**src/rtl/uart_tx_frame_pkg.sv**
```systemverilog
// Shared constants for the configurable UART transmitter: parity modes,
// FSM state encoding and standard (non-inverted) line levels.
package uart_tx_frame_pkg;

    localparam int unsigned PAR_NONE = 0;
    localparam int unsigned PAR_ODD  = 1;
    localparam int unsigned PAR_EVEN = 2;

    localparam int unsigned ST_W = 3;
    localparam logic [ST_W-1:0] ST_IDLE   = 3'd0;
    localparam logic [ST_W-1:0] ST_START  = 3'd1;
    localparam logic [ST_W-1:0] ST_DATA   = 3'd2;
    localparam logic [ST_W-1:0] ST_PARITY = 3'd3;
    localparam logic [ST_W-1:0] ST_STOP   = 3'd4;

    // Standard polarity; line_lvl() applies the INVERT option on top
    localparam logic LVL_IDLE  = 1'b1;
    localparam logic LVL_START = 1'b0;
    localparam logic LVL_STOP  = 1'b1;

    function automatic logic line_lvl(input logic invert, input logic lvl);
        return lvl ^ invert;
    endfunction

endpackage

```
**src/rtl/uart_bit_timer.sv**
```systemverilog
// Bit-period down-counter: loaded at each bit start, ticks on the last cycle
// of the period. Also reports whether the following cycle will be a tick.
module uart_bit_timer
    import uart_tx_frame_pkg::*;
#(
    parameter int unsigned DIV_WIDTH = 16
) (
    input  logic                 clk,
    input  logic                 rst_n,
    input  logic                 i_load,
    input  logic [DIV_WIDTH-1:0] i_divisor,
    output logic                 o_tick_c,
    output logic                 o_tick_nxt_c
);

    logic [DIV_WIDTH-1:0] r_cnt;

    always_ff @(posedge clk or negedge rst_n) begin
        if (!rst_n) begin
            r_cnt <= '0;
        end else if (i_load) begin
            r_cnt <= i_divisor;
        end else if (r_cnt != '0) begin
            r_cnt <= r_cnt - DIV_WIDTH'(1);
        end
    end

    assign o_tick_c     = (r_cnt == '0);
    assign o_tick_nxt_c = i_load ? (i_divisor == '0) : (r_cnt <= DIV_WIDTH'(1));

endmodule

```
**src/rtl/uart_tx_frame.sv**
```systemverilog
// Configurable UART transmitter with a one-word holding register so frames
// can be chained with no idle gap. All outputs are registered.
module uart_tx_frame
    import uart_tx_frame_pkg::*;
#(
    parameter int unsigned DATA_BITS = 8,
    parameter int unsigned PARITY    = 0,
    parameter int unsigned STOP_BITS = 1,
    parameter int unsigned DIV_WIDTH = 16,
    parameter int unsigned INVERT    = 1
) (
    input  logic                 ref_clk,
    input  logic                 reset_n,
    input  logic [DIV_WIDTH-1:0] divisor,
    input  logic                 send,
    input  logic [DATA_BITS-1:0] in,
    output logic                 full,
    output logic                 busy,
    output logic                 done,
    output logic                 out
);

    localparam int unsigned IDX_W    = (DATA_BITS > 1) ? $clog2(DATA_BITS) : 1;
    localparam logic        P_INV     = 1'(INVERT);
    localparam logic        P_HAS_PAR = (PARITY == PAR_ODD) || (PARITY == PAR_EVEN);
    localparam logic        P_ODD     = (PARITY == PAR_ODD);

    logic [ST_W-1:0]      r_state,    w_state_nxt;
    logic [DATA_BITS-1:0] r_hold,     w_hold_nxt;
    logic [DATA_BITS-1:0] r_shift,    w_shift_nxt;
    logic [IDX_W-1:0]     r_bit_idx,  w_bit_idx_nxt;
    logic [DIV_WIDTH-1:0] r_div,      w_div_nxt;
    logic                 r_full,     w_full_nxt;
    logic                 r_stop_idx, w_stop_idx_nxt;
    logic                 r_par,      w_par_nxt;
    logic                 r_out,      w_out_nxt;
    logic                 r_done,     w_done_nxt;
    logic                 r_busy;

    logic                 w_tick;
    logic                 w_tick_nxt;
    logic                 w_last_stop;
    logic                 w_launch;
    logic                 w_load;
    logic [DIV_WIDTH-1:0] w_load_val;

    // A launch happens from IDLE or straight out of the final stop bit
    assign w_last_stop = (r_stop_idx == 1'(STOP_BITS - 1));
    assign w_launch    = r_full && ((r_state == ST_IDLE) ||
                                    ((r_state == ST_STOP) && w_tick && w_last_stop));
    assign w_load      = w_launch || ((r_state != ST_IDLE) && w_tick);
    assign w_load_val  = w_launch ? divisor : r_div;

    uart_bit_timer #(
        .DIV_WIDTH (DIV_WIDTH)
    ) u_bit_timer (
        .clk          (ref_clk),
        .rst_n        (reset_n),
        .i_load       (w_load),
        .i_divisor    (w_load_val),
        .o_tick_c     (w_tick),
        .o_tick_nxt_c (w_tick_nxt)
    );

    always_comb begin
        w_state_nxt    = r_state;
        w_hold_nxt     = r_hold;
        w_full_nxt     = r_full;
        w_shift_nxt    = r_shift;
        w_bit_idx_nxt  = r_bit_idx;
        w_stop_idx_nxt = r_stop_idx;
        w_div_nxt      = r_div;
        w_par_nxt      = r_par;
        w_out_nxt      = line_lvl(P_INV, LVL_IDLE);
        w_done_nxt     = 1'b0;

        if (send && !r_full) begin
            w_hold_nxt = in;
            w_full_nxt = 1'b1;
        end

        case (r_state)
            ST_IDLE: ;
            ST_START: begin
                if (w_tick) begin
                    w_state_nxt   = ST_DATA;
                    w_bit_idx_nxt = '0;
                end
            end
            ST_DATA: begin
                if (w_tick) begin
                    w_shift_nxt = r_shift >> 1;
                    if (r_bit_idx == IDX_W'(DATA_BITS - 1)) begin
                        w_state_nxt    = P_HAS_PAR ? ST_PARITY : ST_STOP;
                        w_stop_idx_nxt = 1'b0;
                    end else begin
                        w_bit_idx_nxt = r_bit_idx + IDX_W'(1);
                    end
                end
            end
            ST_PARITY: begin
                if (w_tick) begin
                    w_state_nxt    = ST_STOP;
                    w_stop_idx_nxt = 1'b0;
                end
            end
            ST_STOP: begin
                if (w_tick) begin
                    if (w_last_stop) begin
                        w_state_nxt = ST_IDLE;
                    end else begin
                        w_stop_idx_nxt = 1'b1;
                    end
                end
            end
            default: w_state_nxt = ST_IDLE;
        endcase

        if (w_launch) begin
            w_state_nxt = ST_START;
            w_shift_nxt = r_hold;
            w_div_nxt   = divisor;
            w_par_nxt   = P_ODD ? ~(^r_hold) : (^r_hold);
            w_full_nxt  = 1'b0;
        end

        // Outputs are computed from next-state values so they can be registered
        case (w_state_nxt)
            ST_START:  w_out_nxt = line_lvl(P_INV, LVL_START);
            ST_DATA:   w_out_nxt = line_lvl(P_INV, w_shift_nxt[0]);
            ST_PARITY: w_out_nxt = line_lvl(P_INV, w_par_nxt);
            ST_STOP:   w_out_nxt = line_lvl(P_INV, LVL_STOP);
            default:   w_out_nxt = line_lvl(P_INV, LVL_IDLE);
        endcase
        w_done_nxt = (w_state_nxt == ST_STOP) &&
                     (w_stop_idx_nxt == 1'(STOP_BITS - 1)) && w_tick_nxt;
    end

    always_ff @(posedge ref_clk or negedge reset_n) begin
        if (!reset_n) begin
            r_state    <= ST_IDLE;
            r_hold     <= '0;
            r_full     <= 1'b0;
            r_shift    <= '0;
            r_bit_idx  <= '0;
            r_stop_idx <= 1'b0;
            r_div      <= '0;
            r_par      <= 1'b0;
            r_out      <= line_lvl(P_INV, LVL_IDLE);
            r_busy     <= 1'b0;
            r_done     <= 1'b0;
        end else begin
            r_state    <= w_state_nxt;
            r_hold     <= w_hold_nxt;
            r_full     <= w_full_nxt;
            r_shift    <= w_shift_nxt;
            r_bit_idx  <= w_bit_idx_nxt;
            r_stop_idx <= w_stop_idx_nxt;
            r_div      <= w_div_nxt;
            r_par      <= w_par_nxt;
            r_out      <= w_out_nxt;
            r_busy     <= (w_state_nxt != ST_IDLE);
            r_done     <= w_done_nxt;
        end
    end

    assign full = r_full;
    assign busy = r_busy;
    assign done = r_done;
    assign out  = r_out;

endmodule

```
**config.mk**
```make
export PLATFORM = sky130hd
export DESIGN_NAME = uart_tx_frame
export DESIGN_NICKNAME = d
export VERILOG_FILES = /design/src/rtl/uart_tx_frame_pkg.sv /design/src/rtl/uart_bit_timer.sv /design/src/rtl/uart_tx_frame.sv
export SDC_FILE = /design/constraint.sdc
export NUM_CORES = 1
export LEC_CHECK = 0
export BUFFER_PORTS_ARGS = -buffer_cell sky130_fd_sc_hd__clkbuf_2
export CAP_MARGIN = 0
export CORE_UTILIZATION = 32
export CTS_CLUSTER_DIAMETER = 100
export DETAILED_ROUTE_END_ITERATION = 10
export PLACE_DENSITY_LB_ADDON = 0.15
export SLEW_MARGIN = 20
export SYNTH_ARGS = -nofsm -noshare
export SYNTH_HDL_FRONTEND = slang
export SYNTH_SLANG_ARGS = --single-unit
```
**constraint.sdc**
```tcl
create_clock -name ref_clk -period 3.83 [get_ports ref_clk]
set_input_delay 0.766 -clock ref_clk [delete_from_list [all_inputs] [get_ports ref_clk]]
set_output_delay 0.766 -clock ref_clk [all_outputs]
set_load 0.05 [all_outputs]
```
== After elaboration in Yosys (flattened, before gate mapping) ==
Cells that the tools add are included.
Storage, ports and cells
  register bits: 60
  bits of input ports: 27
  output and inout port bits: 4
  logic and storage cells: 85
Cells by class
  add/subtract/negate cells: 2
  order comparisons: 1
  equal/unequal tests: 12
  mux-type cells: 29
  bitwise logic cells: 4
  reduce and logical (&&, ||, !) cells: 24
Operators by type and width (number)
  $mux W16: 3
  $logic_not A16 Y1: 2
  $mux W3: 10
  $mux W8: 3
  $le A16 B1 Y1 const B: 1
  $reduce_bool A16 Y1: 1
  $sub A16 B1 Y16 const B: 1
  $pmux W3 S5: 1
  $eq A3 B2 Y1 const B: 4
  $reduce_bool A2 Y1: 5
  $eq A3 B3 Y1 const B: 3
  $mux W1: 9
  $reduce_xor A8 Y1: 1
  $logic_and A1 B1 Y1: 7
  $eq A3 B1 Y1 const B: 2
  $ne A2 B2 Y1 const B: 3
  $pmux W1 S3: 2
  $pmux W3 S2: 1
  $reduce_bool A3 Y1: 2
  $not A1 Y1: 4
  $reduce_and A4 Y1: 1
  $add A3 B1 Y3 const B: 1
  $logic_not A3 Y1: 1
  $logic_or A1 B1 Y1: 2
  2 further kinds: 2

== Depth between registers and ports, before layout ==
Gate-level depths: netlist of run 1.
  depth in word-level cells: 9
  depth in mapped cells: 10
  gate-level depth less buffers: 8

== Modules after synthesis ==
Synthesis of run 1 repeated with hierarchy kept, for this count alone.
Unflattened totals
  cell total of the unflattened synthesis: 265
  area total of the unflattened synthesis: 2965.3 um^2
Modules (own cells, without submodules)
  uart_tx_frame: times used 1, cells each 147, area an instance 1913.1 um^2, sequential area each 1101.1 um^2
  uart_bit_timer: times used 1, cells each 118, area an instance 1052.3 um^2, sequential area each 400.4 um^2

== Least setup slack after synthesis of run 1 ==
No wires, ideal clock.
  kind: register to register
  from: register u_bit_timer.r_cnt[0]
  to: register r_shift[1]
  library setup time: 0.118 ns
  arrival: 2.676 ns
  data required time: 3.712 ns
  setup slack: 1.036 ns
  stages on the path, launching flop included: 10
  buffers on the path: 1
  period minus slack after synthesis: 2.794 ns
  path through: dfrtp_1 inv_1 ha_1 or4b_1 buf_2 or3_4 or4_4 nor4b_4 nor2_2 a21o_1
On the way
  word-level cells in the longest chain between the ends: 7
  elaborated cells on any way between the ends: 9
  classes of those cells: 1 x mux; 8 x reduce/logical
Ends and longest elaborated chain
  from (decl): RTL line uart_bit_timer.sv:16  | logic [DIV_WIDTH-1:0] r_cnt;
  from (signal assigned): RTL line uart_bit_timer.sv:22  | r_cnt <= i_divisor;
  from (signal assigned): RTL line uart_bit_timer.sv:24  | r_cnt <= r_cnt - DIV_WIDTH'(1);
  $logic_not A16 Y1 (*): RTL line uart_bit_timer.sv:28  | assign o_tick_c = (r_cnt == '0);
  $logic_and A1 B1 Y1 (2 in series): RTL line uart_tx_frame.sv:50  | ((r_state == ST_STOP) && w_tick && w_last_stop));
  $logic_or A1 B1 Y1: RTL line uart_tx_frame.sv:49  | assign w_launch = r_full && ((r_state == ST_IDLE) ||
  $logic_and A1 B1 Y1: RTL line uart_tx_frame.sv:49
  $reduce_bool A2 Y1 (no source line)
  $reduce_and A2 Y1 (no source line)
  to (signal assigned): RTL line uart_tx_frame.sv:156  | r_shift <= w_shift_nxt;
  to (decl): RTL line uart_tx_frame.sv:30  | logic [DATA_BITS-1:0] r_shift, w_shift_nxt;
Mark *: on every way between the ends. The rest lies on a longest branch, timed or not.
A chain may end at the register's enable or synchronous reset.

== Final worst setup path of run 1 ==
  from: register u_bit_timer.r_cnt[0]
  to: register r_shift[6]
Same word-level chain as after synthesis.

==> results of run 1 <==
## sequential cells by signal, summed over array words and instances, names as in the netlist, 3 cells and up
name / flops
r_bit_idx: 3
r_div: 16
r_hold: 8
r_shift: 8
r_state: 3
u_bit_timer.r_cnt: 16
## where the power goes
part           internal (uW)  switching [uW]
clock                    297             251
sequential               895             243
combinational            369             398
## cell usage in the layout (no fill, tap or decap), drive strengths merged, types with 6 or more instances in the layout
| cell type | synthesis | final |
|---|---|---|
| or3 | 6 | 6 |
| nor2 | 22 | 22 |
| o21ai | 6 | 6 |
| a21oi | 8 | 8 |
| a22o | 7 | 7 |
| buf | 4 | 8 |
| dfrtp | 60 | 60 |
| clkbuf | 12 | 41 |
| or4 | 6 | 6 |
| a31oi | 10 | 10 |
| mux2 | 9 | 9 |
| nor4 | 8 | 8 |
| a21o | 6 | 6 |
| nand2 | 69 | 69 |
| xnor2 | 10 | 10 |
| nor3 | 14 | 14 |
## metrics by stage
step / worst slack (ps) / area, um2 / std cells
floorplan: 1040 / 3020 / 313
global placement: 783 / 3290 / 446
detailed placement: 724 / 3290 / 446
CTS: 708 / 3480 / 462
global route: 516 / 3480 / 462
finish: 716 / 3480 / 462
## cell type report
| cell class | count | share of cell area (%) |
|---|---|---|
| clock buffer | 11 | 3.78 |
| clock inverter | 5 | 1.51 |
| multi-input combinational | 235 | 41.3 |
| inverter | 2 | 0.216 |
| sequential | 60 | 43.2 |
| tap | 111 | 4.00 |
| timing repair buffer | 38 | 6.05 |
## routing by layer
metal / track usage (%) / routed length, um / up-vias
li1: - / - / 1198
met1: 22.7 / 3580 / 1228
met2: 25.3 / 3210 / 49
met3: 3.94 / 296 / 11
met4: 6.56 / 120 / 0
met5: 0 / 0 / -
## critical path: stages, from the launching register on
cell	delay (ps)
dfrtp_1	430
inv_1	110
ha_1	240
or4b_1	600
or3_4	400
or4_4	440
nor4b_4	440
nor2_2	140
a21o_1	200
## cell families (layout without fill, tap and decap cells)
| kind of cell | Yosys count | in the layout | synth area share (%) |
|---|---|---|---|
| AND/OR/NAND/NOR | 147 | 147 | 24.0 |
| buffers and inverters | 18 | 56 | 2.70 |
| AO/OA/AOI/OAI | 61 | 61 | 14.4 |
| multiplexers | 11 | 11 | 4.02 |
| XOR/XNOR | 12 | 12 | 3.48 |
| flip-flops | 60 | 60 | 49.8 |
| adder cells (fa/ha/maj) | 4 | 4 | 1.66 |
## final timing paths
path	from	to	slack, ps	depth (start not counted)
worst max-delay path	u_bit_timer.r_cnt[0]	r_shift[6]	720	8
worst min-delay path	reset_n	r_div[15]	430	1
worst max register to register	u_bit_timer.r_cnt[0]	r_shift[6]	720	8
worst min register to register	r_shift[1]	r_shift[1]	480	1
max in group asynchronous	reset_n	full	2600	2
min in group ref_clk	r_shift[1]	r_shift[1]	480	1
## cell usage after synthesis (3+ instances only)
master	n
a211oi_1	5
a311oi_1	4
a22o_1	7
or4_1	4
clkbuf_1	12
and3_1	3
nand3_1	5
a21o_1	6
mux2_2	9
nor4_1	7
xnor2_1	10
nor2_1	21
dfrtp_1	60
nand4_1	4
o21ai_0	6
a21oi_1	8
o21a_1	3
nor3_1	14
a31oi_1	10
nand2_1	69
ha_1	4
or3_1	5
==> results.py, run 1 <==
metrics = {
    "drt": {
        "route.detailed.drc": 0,
        "viasPerCell": 5.38,
        "routedWlPerCell_um": 15.6,
        "first_pass_iters": 4,
        "vias": 2486,
        "ant_nets": 0,
        "totalWireLength_mm": 7.22,
        "drt_iter0_drc": 99,
    },
    "clock_network": {
        "cts_hold_buf": 0,
        "cts_setup_buffers": 0,
        "cts.sinks": 60,
        "cts_inserted_buffers": 9,
        "clk_latency_ps": 340,
        "clockRootBuffer": "clkbuf_8",
        "post_cts_resize_count": 0,
        "path_clk_slew_ps": 70,
        "cts_buffer_depth": 2,
        "cts_tree": "built",
        "cts_htree_levels": 3,
    },
    "placement": {
        "gp_congestion": 0.745,
        "dp_hpwl_mm": 5.20,
        "place.port_buffers": 30,
    },
    "critical_path": {
        "required_ps": 4070,
        "cp_max_fo": 7,
        "crit_arrival_ps": 3350,
        "crit_type": "reg2reg",
        "start_kind": "register",
        "endpoint_kind": "register",
    },
    "yosys": {
        "synth_edf_count": 0,
        "ys_types": 49,
        "synthTopCellsByArea": "dfrtp_1 50%, nand2_1 8.6%, mux2_2 3.4%",
        "synth_cells": 313,
        "synth.yosys.seq_area_share_pct": 49.8,
        "yosys.area.top_type": "dfrtp_1",
        "avgSynthCellArea_um2": 9.64,
        "ys_warn_count": 0,
        "synth-seq-cells": 60,
        "synthArstFlopShare_pct": 100,
        "synth_top_flop_cell": "dfrtp_1",
        "syn_nets": 344,
        "synth_area_mm2": 0.00302,
        "synth_top_cell_area_share_pct": 49.8,
    },
    "layout": {
        "multi_input_area_mm2": 0.00143,
        "diodes": 0,
        "final_layout_size_suffix_gt1_share_pct": 19.1,
        "final_util_pct": 37.8,
        "final_nets": 377,
        "area_growth_pct": 15.2,
        "fillers": 947,
        "seq_area_mm2": 0.00150,
    },
    "timing": {
        "setup_viol": 0,
        "hold_viol": 0,
        "setup_tns_ps": 0,
        "fmax_ghz": 0.321,
        "period_needed_ps": 3110,
        "period_share_pct": 81.3,
        "holdWs_ps": 428,
        "fin_skew_ps": 8.11,
        "tightestPinTransition_ps": 792,
        "drv_slew": 0,
        "relSlewSlack_pct": 47.2,
        "grt_setup_unrepaired": "no",
    },
    "job": {
        "maxCapViolCount": 0,
    },
    "grt": {
        "track_usage_pct": 16.5,
        "antenna_found_initial": 0,
        "grt_max_degree": 30,
        "grt_pass1_vias": 2465,
        "grt_pass1_wl_mm": 12.5,
        "gr-total-overflow": 0,
    },
    "die": {
        "die_h_um": 99.1,
        "dieWidth_um": 99.1,
        "std_cell_rows": 35,
        "dieArea_mm2": 0.00982,
        "ios": 31,
        "coreArea_mm2": 0.00920,
        "initial_core_util_pct": 32.8,
    },
    "power": {
        "power.leakage_uw": 0.00156,
        "p_total_uw": 2450,
        "irDropWorstVdd_mv": 0.376,
        "cellPowerDensity_mw_per_mm2": 706,
    },
    "run_status": {
        "status": "complete, no violations",
    },
    "min_path": {
        "hp-class": "in2async",
    },
}
Power figures use the tool's default switching activity.
==> inputs of run 2 (changes only) <==
Clock period 3.83 ns to 2.8 ns, I/O delays scaled along.
==> results.py, run 2 (synthesized netlist as in run 1, its figures left out) <==
metrics = {
    "run_status": {
        "status": "complete, no violations",
    },
    "power": {
        "seqPwrFrac_pct": 44.1,
        "p_clk_share_pct": 23.3,
        "irDropWorstVdd_mv": 0.524,
        "switching_share_pct": 35.8,
        "cellPowerDensity_mw_per_mm2": 962,
        "comb_power_share_pct": 32.6,
        "power.internal_uw": 2230,
        "p_sw_uw": 1250,
        "power.leakage_uw": 0.00165,
    },
    "layout": {
        "final_nets": 391,
        "final_layout_size_suffix_gt1_share_pct": 23.0,
        "area_growth_pct": 20.0,
        "reg_top3": "r_div (16), u_bit_timer.r_cnt (16)",
        "final_util_pct": 39.3,
        "final_cell_mix": "68 x nand2_1, 60 x dfrtp_1, 30 x clkbuf_2",
        "final_common_cell": "nand2_1",
        "diodes": 0,
        "fillers": 968,
    },
    "die": {
        "dieWidth_um": 99.1,
        "dieArea_mm2": 0.00982,
        "die_h_um": 99.1,
        "coreArea_mm2": 0.00920,
        "initial_core_util_pct": 32.8,
        "ios": 31,
        "std_cell_rows": 35,
    },
    "drt": {
        "route.detailed.drc": 0,
        "totalWireLength_mm": 7.45,
        "viasPerCell": 5.26,
        "drt_iter0_drc": 101,
        "first_pass_iters": 6,
        "vias": 2504,
        "routedWlPerCell_um": 15.6,
        "ant_nets": 0,
    },
    "grt": {
        "grt_pass1_wl_mm": 13.0,
        "antenna_found_initial": 0,
        "grt_pass1_vias": 2592,
        "track_usage_pct": 17.1,
        "gr-total-overflow": 0,
        "grt_max_degree": 33,
    },
    "job": {
        "maxCapViolCount": 0,
    },
    "critical_path": {
        "start_kind": "register",
        "endpoint_kind": "register",
        "required_ps": 3080,
        "crit_type": "reg2reg",
        "cp_max_fo": 6,
        "crit_arrival_ps": 2930,
    },
    "placement": {
        "dp_hpwl_mm": 5.40,
        "place.port_buffers": 30,
        "gp_congestion": 0.819,
    },
    "clock_network": {
        "clk_latency_ps": 340,
        "cts.sinks": 60,
        "cts_htree_levels": 3,
        "cts_tree": "built",
        "cts_inserted_buffers": 9,
        "cts_buffer_depth": 2,
        "path_clk_slew_ps": 70,
        "clockRootBuffer": "clkbuf_8",
    },
    "timing": {
        "setup_tns_ps": 0,
        "relSlewSlack_pct": 47.8,
        "hold_viol": 0,
        "fin_skew_ps": 7.18,
        "fmax_ghz": 0.377,
        "grt_setup_unrepaired": "no",
        "period_needed_ps": 2650,
        "drv_slew": 0,
        "setup_viol": 0,
        "period_share_pct": 94.8,
        "tightestPinTransition_ps": 783,
    },
    "min_path": {
        "hp-class": "in2async",
    },
}
-- run 2: cell count changes in the layout (fill, tap and decap cells not counted), sizes merged --
cell,delta
buf,+14
clkinv,-1
clkbuf,+1
-- run 2: stage by stage --
step	total power, uW	cell area (um2)	instances	setup WS, ps	hold slack (ps)
floorplan	2320	3020	313	6.25	264
global placement	2680	3390	457	158	459
detailed placement	2690	3390	457	114	470
CTS	3510	3590	473	90.3	314
global route	3750	3620	476	18.6	346
finish	3480	3620	476	146	283
-- run 2: power groups by stage --
stage	clock, uW	combinational [uW]	sequential, uW
finish	810	1140	1530
global route	864	1290	1590
CTS	831	1140	1540
detailed placement	0	1140	1550
global placement	0	1120	1550
floorplan	0	842	1480
-- run 2: worst paths after layout --
path / end / cells past startpoint / slack [ps] / start
worst max-delay path: r_shift[1] / 9 / 150 / u_bit_timer.r_cnt[0]
worst min-delay path: u_bit_timer.r_cnt[4] / 1 / 280 / reset_n
worst max register to register: r_shift[1] / 9 / 150 / u_bit_timer.r_cnt[0]
worst min register to register: r_shift[1] / 1 / 480 / r_shift[1]
max in group asynchronous: r_hold[5] / 2 / 1880 / reset_n
min in group ref_clk: r_div[2] / 3 / 420 / divisor[2]
-- run 2: layout make-up --
| type | count | area [um2] | share of cell area [%] |
|---|---|---|---|
| inverter | 2 | 7.51 | 0.207 |
| clock buffer | 12 | 155 | 4.29 |
| tap | 111 | 139 | 3.84 |
| sequential | 60 | 1500 | 41.5 |
| multi-input combinational | 235 | 1440 | 39.8 |
| clock inverter | 4 | 47.5 | 1.31 |
| timing repair buffer | 52 | 328 | 9.06 |
-- run 2: routing by layer --
metal | global-route usage (%) | vias to the layer above | wire length, um | share of wire, %
met2 | 26.9 | 37 | 3350 | 45
met1 | 23.6 | 1224 | 3770 | 51
li1 | - | 1232 | - | -
met5 | 0 | - | 0 | 0
met4 | 7.13 | 0 | 123 | 1.7
met3 | 2.74 | 11 | 200 | 2.7
-- run 2: critical path: stages (launching register included) --
cell	delay, ps
dfrtp_1	380
inv_1	90
ha_1	170
or4b_4	490
or3_4	370
or4_4	440
nor4b_4	260
buf_4	200
a22o_1	130
a21o_1	80
-- run 2: timing repair --
action,4_1_cts,5_1_grt
hold buffers,0,0
resized for setup,0,2
setup endpoints to repair,0,15
setup buffers,0,3
